===== config.mk =====
export PLATFORM = sky130hd
export DESIGN_NAME = reversible_serial_unadder_flat
export DESIGN_NICKNAME = d
export VERILOG_FILES = /design/src/rtl/reversible_serial_unadder_pkg.sv /design/src/rtl/reversible_serial_unadder_if.sv /design/src/rtl/reversible_serial_unadder_cell.sv /design/src/rtl/reversible_serial_unadder.sv /design/src/flat_wrapper.sv
export SDC_FILE = /design/constraint.sdc
export NUM_CORES = 1
export LEC_CHECK = 0
export CORE_MARGIN = 2
export CORE_UTILIZATION = 40
export CTS_BUF_LIST = sky130_fd_sc_hd__clkbuf_8
export DETAILED_ROUTE_END_ITERATION = 7
export PLACE_DENSITY = 0.62
export SYNTH_ARGS = -nofsm -noshare
export SYNTH_HDL_FRONTEND = slang
export SYNTH_SLANG_ARGS = --single-unit

===== constraint.sdc =====
create_clock -name clk -period 2.6 [get_ports clk]
set_input_delay 0.26 -clock clk [delete_from_list [all_inputs] [get_ports clk]]
set_output_delay 0.26 -clock clk [all_outputs]
set_load 0.02 [all_outputs]

===== src/rtl/reversible_serial_unadder_pkg.sv =====
// Shared definitions for the reversible serial un-adder.
//   - state_e : FSM state encoding (IDLE, RUN, DONE)
//   - RA_W    : default operand width
//   - cnt_w() : width of the bit counter, clog2(w) with a floor of 1
package reversible_pkg;

  localparam int RA_W = 8;

  typedef enum logic [1:0] {
    IDLE = 2'd0,
    RUN  = 2'd1,
    DONE = 2'd2
  } state_e;

  // A single-bit operand still needs a 1-bit counter.
  function automatic int cnt_w(input int w);
    if (w <= 1) begin
      return 1;
    end else begin
      return $clog2(w);
    end
  endfunction

endpackage


===== src/rtl/reversible_serial_unadder_if.sv =====
// Job/result handshake bundle of the reversible serial un-adder.
//   Request : in_valid, in_ready, in_a[W-1:0], in_s[W:0], in_cin
//   Result  : out_valid, out_ready, out_b[W-1:0], out_a[W-1:0], out_cin, out_err
//   master  : producer of jobs / consumer of results
//   slave   : the un-adder itself
interface reversible_serial_unadder_if #(
  parameter int W = reversible_pkg::RA_W
);

  logic         in_valid;
  logic         in_ready;
  logic [W-1:0] in_a;
  logic [W:0]   in_s;
  logic         in_cin;
  logic         out_valid;
  logic         out_ready;
  logic [W-1:0] out_b;
  logic [W-1:0] out_a;
  logic         out_cin;
  logic         out_err;

  modport master (
    output in_valid, in_a, in_s, in_cin, out_ready,
    input  in_ready, out_valid, out_b, out_a, out_cin, out_err
  );

  modport slave (
    input  in_valid, in_a, in_s, in_cin, out_ready,
    output in_ready, out_valid, out_b, out_a, out_cin, out_err
  );

endinterface


===== src/rtl/reversible_serial_unadder_cell.sv =====
// Inverse Peres-gate pair for one bit position (purely combinational).
//   a_i    : preserved operand bit
//   s_i    : sum bit
//   cin_i  : carry into this bit
//   b_o    : recovered operand bit
//   cout_o : regenerated carry out of this bit
module inverse_peres_cell (
  input  logic a_i,
  input  logic s_i,
  input  logic cin_i,
  output logic b_o,
  output logic cout_o
);

  logic ab_x_s;

  // Undo the sum XOR first, then rebuild the carry Peres-style:
  // majority(a, b, c) written as (a & b) ^ (c & (a ^ b)).
  assign b_o    = s_i ^ a_i ^ cin_i;
  assign ab_x_s = a_i ^ b_o;
  assign cout_o = (a_i & b_o) ^ (cin_i & ab_x_s);

endmodule


===== src/rtl/reversible_serial_unadder.sv =====
// Bit-serial inverse of a reversible ripple adder. Accepts (A, S, CIN),
// recovers B one bit per cycle LSB first through a single time-multiplexed
// inverse Peres cell, and flags out_err when the regenerated carry-out
// disagrees with S[W].
//   clk   : rising-edge clock
//   rst_n : asynchronous active-low reset
//   bus   : job/result handshake (slave side)
module reversible_serial_unadder
  import reversible_pkg::*;
#(
  parameter int W = RA_W
) (
  input logic                        clk,
  input logic                        rst_n,
  reversible_serial_unadder_if.slave bus
);

  localparam int            CW   = cnt_w(W);
  localparam logic [CW-1:0] LAST = CW'(W - 1);

  state_e        state_q, state_d;
  logic [CW-1:0] count_q, count_d;
  logic          carry_q, carry_d;
  logic [W-1:0]  a_q, a_d;
  logic [W:0]    s_q, s_d;
  logic          cin_q, cin_d;
  logic [W-1:0]  b_q, b_d;
  logic          err_q, err_d;
  logic          in_ready_q, in_ready_d;
  logic          out_valid_q, out_valid_d;

  logic          bit_b;
  logic          bit_cout;

  inverse_peres_cell u_cell (
    .a_i    (a_q[count_q]),
    .s_i    (s_q[count_q]),
    .cin_i  (carry_q),
    .b_o    (bit_b),
    .cout_o (bit_cout)
  );

  // Next-state, datapath and handshake decode.
  always_comb begin
    state_d     = state_q;
    count_d     = count_q;
    carry_d     = carry_q;
    a_d         = a_q;
    s_d         = s_q;
    cin_d       = cin_q;
    b_d         = b_q;
    err_d       = err_q;
    in_ready_d  = in_ready_q;
    out_valid_d = out_valid_q;

    case (state_q)
      IDLE: begin
        if (bus.in_valid && in_ready_q) begin
          a_d        = bus.in_a;
          s_d        = bus.in_s;
          cin_d      = bus.in_cin;
          carry_d    = bus.in_cin;
          count_d    = '0;
          b_d        = '0;
          err_d      = 1'b0;
          in_ready_d = 1'b0;
          state_d    = RUN;
        end else begin
          in_ready_d = 1'b1;
        end
      end

      RUN: begin
        b_d[count_q] = bit_b;
        carry_d      = bit_cout;
        if (count_q == LAST) begin
          // Final bit: the carry leaving it must reproduce the adder carry-out.
          err_d       = (bit_cout != s_q[W]);
          count_d     = '0;
          out_valid_d = 1'b1;
          state_d     = DONE;
        end else begin
          count_d = count_q + CW'(1);
        end
      end

      DONE: begin
        if (bus.out_ready) begin
          out_valid_d = 1'b0;
          in_ready_d  = 1'b1;
          state_d     = IDLE;
        end else begin
          out_valid_d = 1'b1;
        end
      end

      default: begin
        out_valid_d = 1'b0;
        in_ready_d  = 1'b1;
        state_d     = IDLE;
      end
    endcase
  end

  // State and datapath registers; reset aborts any job in flight.
  always_ff @(posedge clk or negedge rst_n) begin
    if (!rst_n) begin
      state_q     <= IDLE;
      count_q     <= '0;
      carry_q     <= 1'b0;
      a_q         <= '0;
      s_q         <= '0;
      cin_q       <= 1'b0;
      b_q         <= '0;
      err_q       <= 1'b0;
      in_ready_q  <= 1'b1;
      out_valid_q <= 1'b0;
    end else begin
      state_q     <= state_d;
      count_q     <= count_d;
      carry_q     <= carry_d;
      a_q         <= a_d;
      s_q         <= s_d;
      cin_q       <= cin_d;
      b_q         <= b_d;
      err_q       <= err_d;
      in_ready_q  <= in_ready_d;
      out_valid_q <= out_valid_d;
    end
  end

  assign bus.in_ready  = in_ready_q;
  assign bus.out_valid = out_valid_q;
  assign bus.out_b     = b_q;
  assign bus.out_a     = a_q;
  assign bus.out_cin   = cin_q;
  assign bus.out_err   = err_q;

endmodule


===== src/flat_wrapper.sv =====
// flat-port wrapper written by rule: the top's interface ports become plain ports
module reversible_serial_unadder_flat import reversible_pkg::*;
#(
  parameter int W = RA_W
)
  (clk, rst_n, bus_in_valid, bus_in_a, bus_in_s, bus_in_cin, bus_out_ready, bus_in_ready, bus_out_valid, bus_out_b, bus_out_a, bus_out_cin, bus_out_err);
  reversible_serial_unadder_if #(.W(W)) bus_i ();
  input logic clk;
  input logic rst_n;
  input wire logic [$bits(bus_i.in_valid)-1:0] bus_in_valid;
  input wire logic [$bits(bus_i.in_a)-1:0] bus_in_a;
  input wire logic [$bits(bus_i.in_s)-1:0] bus_in_s;
  input wire logic [$bits(bus_i.in_cin)-1:0] bus_in_cin;
  input wire logic [$bits(bus_i.out_ready)-1:0] bus_out_ready;
  output wire logic [$bits(bus_i.in_ready)-1:0] bus_in_ready;
  output wire logic [$bits(bus_i.out_valid)-1:0] bus_out_valid;
  output wire logic [$bits(bus_i.out_b)-1:0] bus_out_b;
  output wire logic [$bits(bus_i.out_a)-1:0] bus_out_a;
  output wire logic [$bits(bus_i.out_cin)-1:0] bus_out_cin;
  output wire logic [$bits(bus_i.out_err)-1:0] bus_out_err;
  assign bus_i.in_valid = bus_in_valid;
  assign bus_i.in_a = bus_in_a;
  assign bus_i.in_s = bus_in_s;
  assign bus_i.in_cin = bus_in_cin;
  assign bus_i.out_ready = bus_out_ready;
  assign bus_in_ready = bus_i.in_ready;
  assign bus_out_valid = bus_i.out_valid;
  assign bus_out_b = bus_i.out_b;
  assign bus_out_a = bus_i.out_a;
  assign bus_out_cin = bus_i.out_cin;
  assign bus_out_err = bus_i.out_err;
  reversible_serial_unadder #(.W(W)) u_core (.clk(clk), .rst_n(rst_n), .bus(bus_i));
endmodule

==> qor.csv, run 1 <==
metric,value,unit
Synth area leaders,"dfrtp_1 46%, mux2_2 14%, o41ai_2 7.0%",
TNS Setup,0,ns
DRT antenna net count,0,
top cell type's share of synthesized area,45.79,%
Critical-path top delay cell,mux4_1,
Ys Warns,0,
die height,72.16,µm
post-CTS setup buffer count,0,
fmax,443.2,MHz
status,finished clean,
Post-synth ARST share,100.0,%
total core area,4414,µm²
largest net degree at the start of global routing,36,
Worst EP required,2.77,ns
GPL Wtd Cong,0.7830,
post-synth design cell area,1858,µm²
Max Cap Viol,0,
DIE AREA,5206,µm²
grt ovf,0,
Synth top cells by count,"34 x dfrtp_1, 23 x mux2_2, 12 x a21oi_1, 9 x o21ai_0, 8 x o41ai_2",
Yosys top cell by area,dfrtp_1,
total power,3.360,mW
met1 GRT Util,20.34,%
CP Class,flop to flop,
CP startpoint kind,flop,
"Period Utilization, post-route",86.79,%
Port-buffer cells,41,
GRT met2 Usage,31.40,%
Synth Flop Type,dfrtp_1,
DR vias,1367,
Critical Path AT,2.43,ns
clk buf depth,2,
Clock Skew,0.008686,ns
GRT met3 Usage,4.167,%
leak pwr,1.035,nW
CP Capture Type,flop,
hold buffers post-CTS,0,
I/O pin total,42,
First-pass DRT Iterations,4,
"Slew Viols, Final",0,
n_diodes,0,
Cells after Synth,149,
vias in the first global route,1485,
most instantiated library cell after synthesis,dfrtp_1,
Worst Path Max Fanout,13,
Power per Cell Area,1392,nW/µm²
syn avg cell area,12.47,µm²
number of H-tree levels,2,
Yosys cell types,38,
Post-synth EDFFs,0,
Syn Nets,176,
initial antenna violation count,0,
Seq cells post-synth,35,
setup violators final,0,
"Most Used Layer, Global Route",met2,
first-pass GRT wire length,6982,µm
fin util,54.68,%
final net count,220,
initial core utilization,42.09,%
layout cells sized above 1,27.32,%
PostCTS Resize Cnt,0,
FF-to-FF setup slack,0.34,ns
row count,24,
Avg Vias per Cell,5.557,
R2R depth,4,
RSZ-0062 raised after global routing,no,
dpl hpwl,3091,µm
fin crit period,2.256,ns
CTS tree,yes,
clk slew on worst S/H paths,0.07,ns
WL final,4119,µm
reg2reg start,u_core.count_q[0],
Hold Fails Final Rpt,0,
Post-route DRC,0,
"Cell Chain, Critical Path",mux4_1 -> mux2_2 -> xnor3_2 -> o41ai_2,
WL per Instance,16.74,µm
worst skew pair latency,0.28,ns
Min-Delay Path Class,primary input to asynchronous set/reset pin,
DIE WIDTH,72.16,µm
Root Driver,clkbuf_8,
Peak supply drop,600.3,µV
Worst R2R End,u_core.bus.out_b[2],
max_slew headroom,64.18,%
Initial DRC Count,78,
post-synthesis sequential area ratio,47.21,%
Worst Max-Slew Pin Slew,0.5360,ns
Inserted Clock Buffers,5,
gr usage total,17.41,%
Num Clock Sinks,35,
Critical Path Max Stage Delay,0.60,ns
"Area growth, synth to finish",29.90,%
worst max-delay path: cells and delay by family, from the launching register on:
family                    cells  cell delay (ns)
xor gates and xnor gates      1             0.36
muxes                         2             0.91
AOI/OAI and AO/OA             1             0.27
DFF                           1             0.59
worst max path at each step:
stage | start | to | slack (ns) | depth (start not counted)
after global placement | u_core.count_q[0] | u_core.bus.out_b[1] | 0.47 | 4
after floorplan | u_core.count_q[0] | u_core.bus.out_b[1] | 0.73 | 4
after global routing | u_core.count_q[0] | u_core.bus.out_b[2] | 0.21 | 4
after CTS | u_core.count_q[0] | u_core.bus.out_b[4] | 0.33 | 4
final | u_core.count_q[0] | u_core.bus.out_b[2] | 0.34 | 4
after detailed placement | u_core.count_q[0] | u_core.bus.out_b[2] | 0.35 | 4
cell usage in the layout, fill, tap and decap left out, types with 2 or more instances in the layout:
cell type / count
nor2_1: 5
o21ai_0: 9
dfrtp_1: 34
ha_1: 5
nor2b_1: 3
o41ai_2: 8
clkbuf_8: 6
mux2i_1: 2
a31oi_1: 2
mux2_2: 23
nand2_1: 4
mux4_1: 2
a32o_1: 2
clkdlybuf4s50_1: 41
a21oi_1: 12
inv_1: 5
o21a_1: 3
buf_4: 4
nand3_1: 3
o22ai_2: 2
layer usage:
layer	share of wire [%]	routed length [µm]
met1	40	1653
met3	3.5	143
met5	0	0
met2	55	2279
met4	1.0	43
through the flow:
stage | area, µm² | worst slack [ns] | hold WS [ns] | cells
2_1_floorplan | 1858 | 0.7315 | -0.03559 | 149
3_3_place_gp | 2322 | 0.4677 | 0.4883 | 238
3_5_place_dp | 2322 | 0.3498 | 0.4986 | 238
4_1_cts | 2414 | 0.3267 | 0.4055 | 246
5_1_grt | 2414 | 0.2133 | 0.4294 | 246
6_report | 2414 | 0.3436 | 0.3913 | 246
where the power goes:
part           switching [mW]  internal, mW
clock network           0.187         0.210
registers               0.205         0.805
logic                    1.04         0.909
total                    1.44          1.92
state kept, by name, indices dropped and copies added, names as in the netlist:
| signal | flops |
|---|---|
| u_core.bus.in_ready | 1 |
| u_core.carry_q | 1 |
| u_core.bus.out_cin | 1 |
| u_core.bus.out_err | 1 |
| u_core.count_q | 3 |
| u_core.bus.out_a | 8 |
| u_core.bus.out_valid | 1 |
| u_core.s_q | 9 |
| u_core.bus.out_b | 8 |
| u_core.state_q | 2 |
layout make-up:
type | instances | area (µm²)
clock inverter | 2 | 8.758
tap | 52 | 65.06
timing repair buffer | 45 | 440.4
fill | 388 | 2001
inverter | 5 | 18.77
sequential | 35 | 877.1
multi-input combinational | 101 | 920.9
clock buffer | 6 | 82.58
kinds of logic (layout without fill, tap and decap cells):
kind of cell	Yosys count	after routing	share of synthesized area, %
mux	28	28	18.45
buf+inv	13	58	3.231
simple gates	23	23	7.071
fa+ha+maj	5	5	3.367
xor+xnor	1	1	1.279
compound gates	44	44	19.39
flops	35	35	47.21
Note: power is estimated with default switching activity, not from simulation.
==> run 2: changes to the inputs <==
- CELL_PAD_IN_SITES_DETAIL_PLACEMENT: default -> 1
- CELL_PAD_IN_SITES_GLOBAL_PLACEMENT: default -> 2
- CORE_UTILIZATION: 40 -> 34
- PLACE_DENSITY: 0.62 -> 0.78
- SYNTH_HIERARCHICAL: default -> 1
- TNS_END_PERCENT: default -> 10
==> run 2 against run 1 <==
Clock power increased by 28%. Highest routed layer unchanged. Setup slack better by 0.0045 ns. Fmax grew 0.20%. Total power shrank 3.0%. Critical path depth rose by 3. Sequential power about the same. Combinational power down 9.7%. Flip-flop and latch count is the same.
==> qor.csv, run 2 <==
metric,value,unit
worst skew pair latency,0.28,ns
gr usage total,15.82,%
Post-synth ARST share,100.0,%
Yosys top cell by area,dfrtp_1,
Synth Flop Type,dfrtp_1,
CTS tree,yes,
First-pass DRT Iterations,4,
Num Clock Sinks,35,
Worst EP required,2.77,ns
RSZ-0062 raised after global routing,no,
register with the most flip-flops,u_core/s_q,
setup violators final,0,
Syn Nets,185,
final net count,229,
PostCTS Resize Cnt,0,
number of H-tree levels,2,
fin crit period,2.252,ns
post-synthesis sequential area ratio,46.98,%
syn avg cell area,11.97,µm²
dpl hpwl,3298,µm
Root Driver,clkbuf_8,
Critical Path AT,2.42,ns
max_slew headroom,48.97,%
Min-Delay Path Class,primary input to asynchronous set/reset pin,
fillcell total,558,
FF-to-FF setup slack,0.35,ns
I/O pin total,42,
initial core utilization,35.87,%
Hold Fails Final Rpt,0,
DR vias,1424,
most frequent cells in the layout,"41 x clkdlybuf4s50_1, 34 x dfrtp_1, 12 x inv_1, 12 x mux2_2, 11 x mux2_1",
largest net degree at the start of global routing,36,
Ys Warns,6,
Critical Path Max Stage Delay,0.40,ns
n_diodes,0,
Worst Max-Slew Pin Slew,0.7626,ns
DIE WIDTH,78.10,µm
CP Capture Type,flop,
CP Class,flop to flop,
vias in the first global route,1595,
status,finished clean,
"Period Utilization, post-route",86.61,%
Post-synth EDFFs,0,
Port-buffer cells,41,
"Slew Viols, Final",0,
TNS Setup,0,ns
Worst R2R End,u_core/bus.out_b[0],
Cells after Synth,156,
Seq cells post-synth,35,
GPL Wtd Cong,0.7322,
first-pass GRT wire length,7707,µm
top cell type's share of synthesized area,45.58,%
fin util,47.55,%
R2R depth,7,
post-CTS setup buffer count,0,
"Cell Chain, Critical Path",buf_4 -> mux2_1 -> a221oi_1 -> o211ai_1 -> xnor2_1 -> nand3_2 -> o41ai_1,
Peak supply drop,515.6,µV
WL per Instance,16.47,µm
Power per Cell Area,1317,nW/µm²
Post-route DRC,0,
Clock Skew,0.003670,ns
"Area growth, synth to finish",32.57,%
post-synth design cell area,1867,µm²
CP startpoint kind,flop,
hold buffers post-CTS,0,
clk slew on worst S/H paths,0.07,ns
total core area,5205,µm²
leak pwr,1.018,nW
Initial DRC Count,39,
Inserted Clock Buffers,5,
WL final,4463,µm
grt ovf,0,
reg2reg start,u_core/count_q[0],
most instantiated library cell after synthesis,dfrtp_1,
Critical-path top delay cell,dfrtp_1,
Yosys cell types,45,
Synth area leaders,"dfrtp_1 46%, mux2_2 7.2%, mux2_1 6.6%",
flip-flop count of the largest register after layout,9,
row count,26,
Synth top cells by count,"34 x dfrtp_1, 12 x inv_1, 12 x mux2_2, 11 x mux2_1",
Worst Path Max Fanout,18,
fmax,444.1,MHz
layout cells sized above 1,15.92,%
die height,78.10,µm
DRT antenna net count,0,
initial antenna violation count,0,
DIE AREA,6100,µm²
Avg Vias per Cell,5.255,
clk buf depth,2,
"commonest non-fill, non-tap cell in the layout",clkdlybuf4s50_1,
Max Cap Viol,0,
run 2: cell count changes in the layout (fill, tap and decap cells not counted), sizes merged, moves of 3 or more:
cell	change
a211oi	+8
inv	+6
nor2	-3
o21a	-3
nand3b	+5
a21oi	-12
or3b	+3
o41ai	-7
o21ai	-6
o22ai	+5
run 2: layout make-up:
| class | instances | area [µm²] | area share (%) |
|---|---|---|---|
| Clock buffer | 6 | 82.58 | 3.337 |
| Clock inverter | 2 | 35.03 | 1.416 |
| Inverter | 12 | 45.04 | 1.820 |
| Multi-Input combinational cell | 99 | 892.1 | 36.05 |
| Sequential cell | 35 | 877.1 | 35.44 |
| Tap cell | 70 | 87.58 | 3.539 |
| Timing Repair Buffer | 47 | 455.4 | 18.40 |
run 2: power by group:
group	total, mW	leakage [nW]	internal [mW]	switching (mW)
clock network	0.507	0.0612	0.310	0.196
logic	1.76	0.521	0.852	0.908
registers	0.993	0.435	0.793	0.201
run 2: logic make-up (layout without fill, tap and decap cells):
logic type	Yosys count	after routing	synth area share (%)
AND/OR/NAND/NOR	29	29	10.66
flip-flops	35	35	46.98
AO/OA/AOI/OAI	33	33	13.20
adder cells (fa/ha/maj)	8	8	5.295
multiplexers	26	26	17.23
XOR/XNOR	3	3	1.408
buffers and inverters	22	67	5.228
run 2: metrics by stage:
step	total power [mW]	cells	setup WS, ns	instance area (µm²)	hold slack [ns]
after floorplan	2.165	156	0.4777	1867	-0.03559
after global placement	2.684	263	0.4305	2357	0.4883
after detailed placement	2.769	263	0.3360	2357	0.4972
after CTS	3.289	271	0.3323	2475	0.4109
after global routing	3.501	271	0.2235	2475	0.4304
final	3.261	271	0.3481	2475	0.3897
run 2: metal layers:
layer | track usage [%] | wire length (µm) | up-vias
met5 | 0 | 0 | -
met4 | 4.211 | 13 | 0
met3 | 4.023 | 189 | 2
met2 | 27.07 | 2196 | 38
met1 | 19.93 | 2063 | 725
li1 | - | - | 659
run 2: how the worst max path moves through the flow:
stage / from / endpoint / slack (ns) / depth (start not counted)
5_1_grt: u_core/count_q[0] / u_core/bus.out_b[0] / 0.22 / 7
6_report: u_core/count_q[0] / u_core/bus.out_b[0] / 0.35 / 7
2_1_floorplan: u_core/count_q[0] / u_core/bus.out_b[0] / 0.48 / 7
3_5_place_dp: u_core/count_q[0] / u_core/bus.out_b[0] / 0.34 / 7
3_3_place_gp: u_core/count_q[0] / u_core/bus.out_b[0] / 0.43 / 7
4_1_cts: u_core/count_q[0] / u_core/bus.out_b[0] / 0.33 / 7
run 2: critical path: cells and delay by family (launching register included):
kind | cells | cell delay [ns]
buf+inv | 1 | 0.23
flops | 1 | 0.40
compound gates | 3 | 0.70
xor+xnor | 1 | 0.27
simple gates | 1 | 0.21
mux | 1 | 0.34
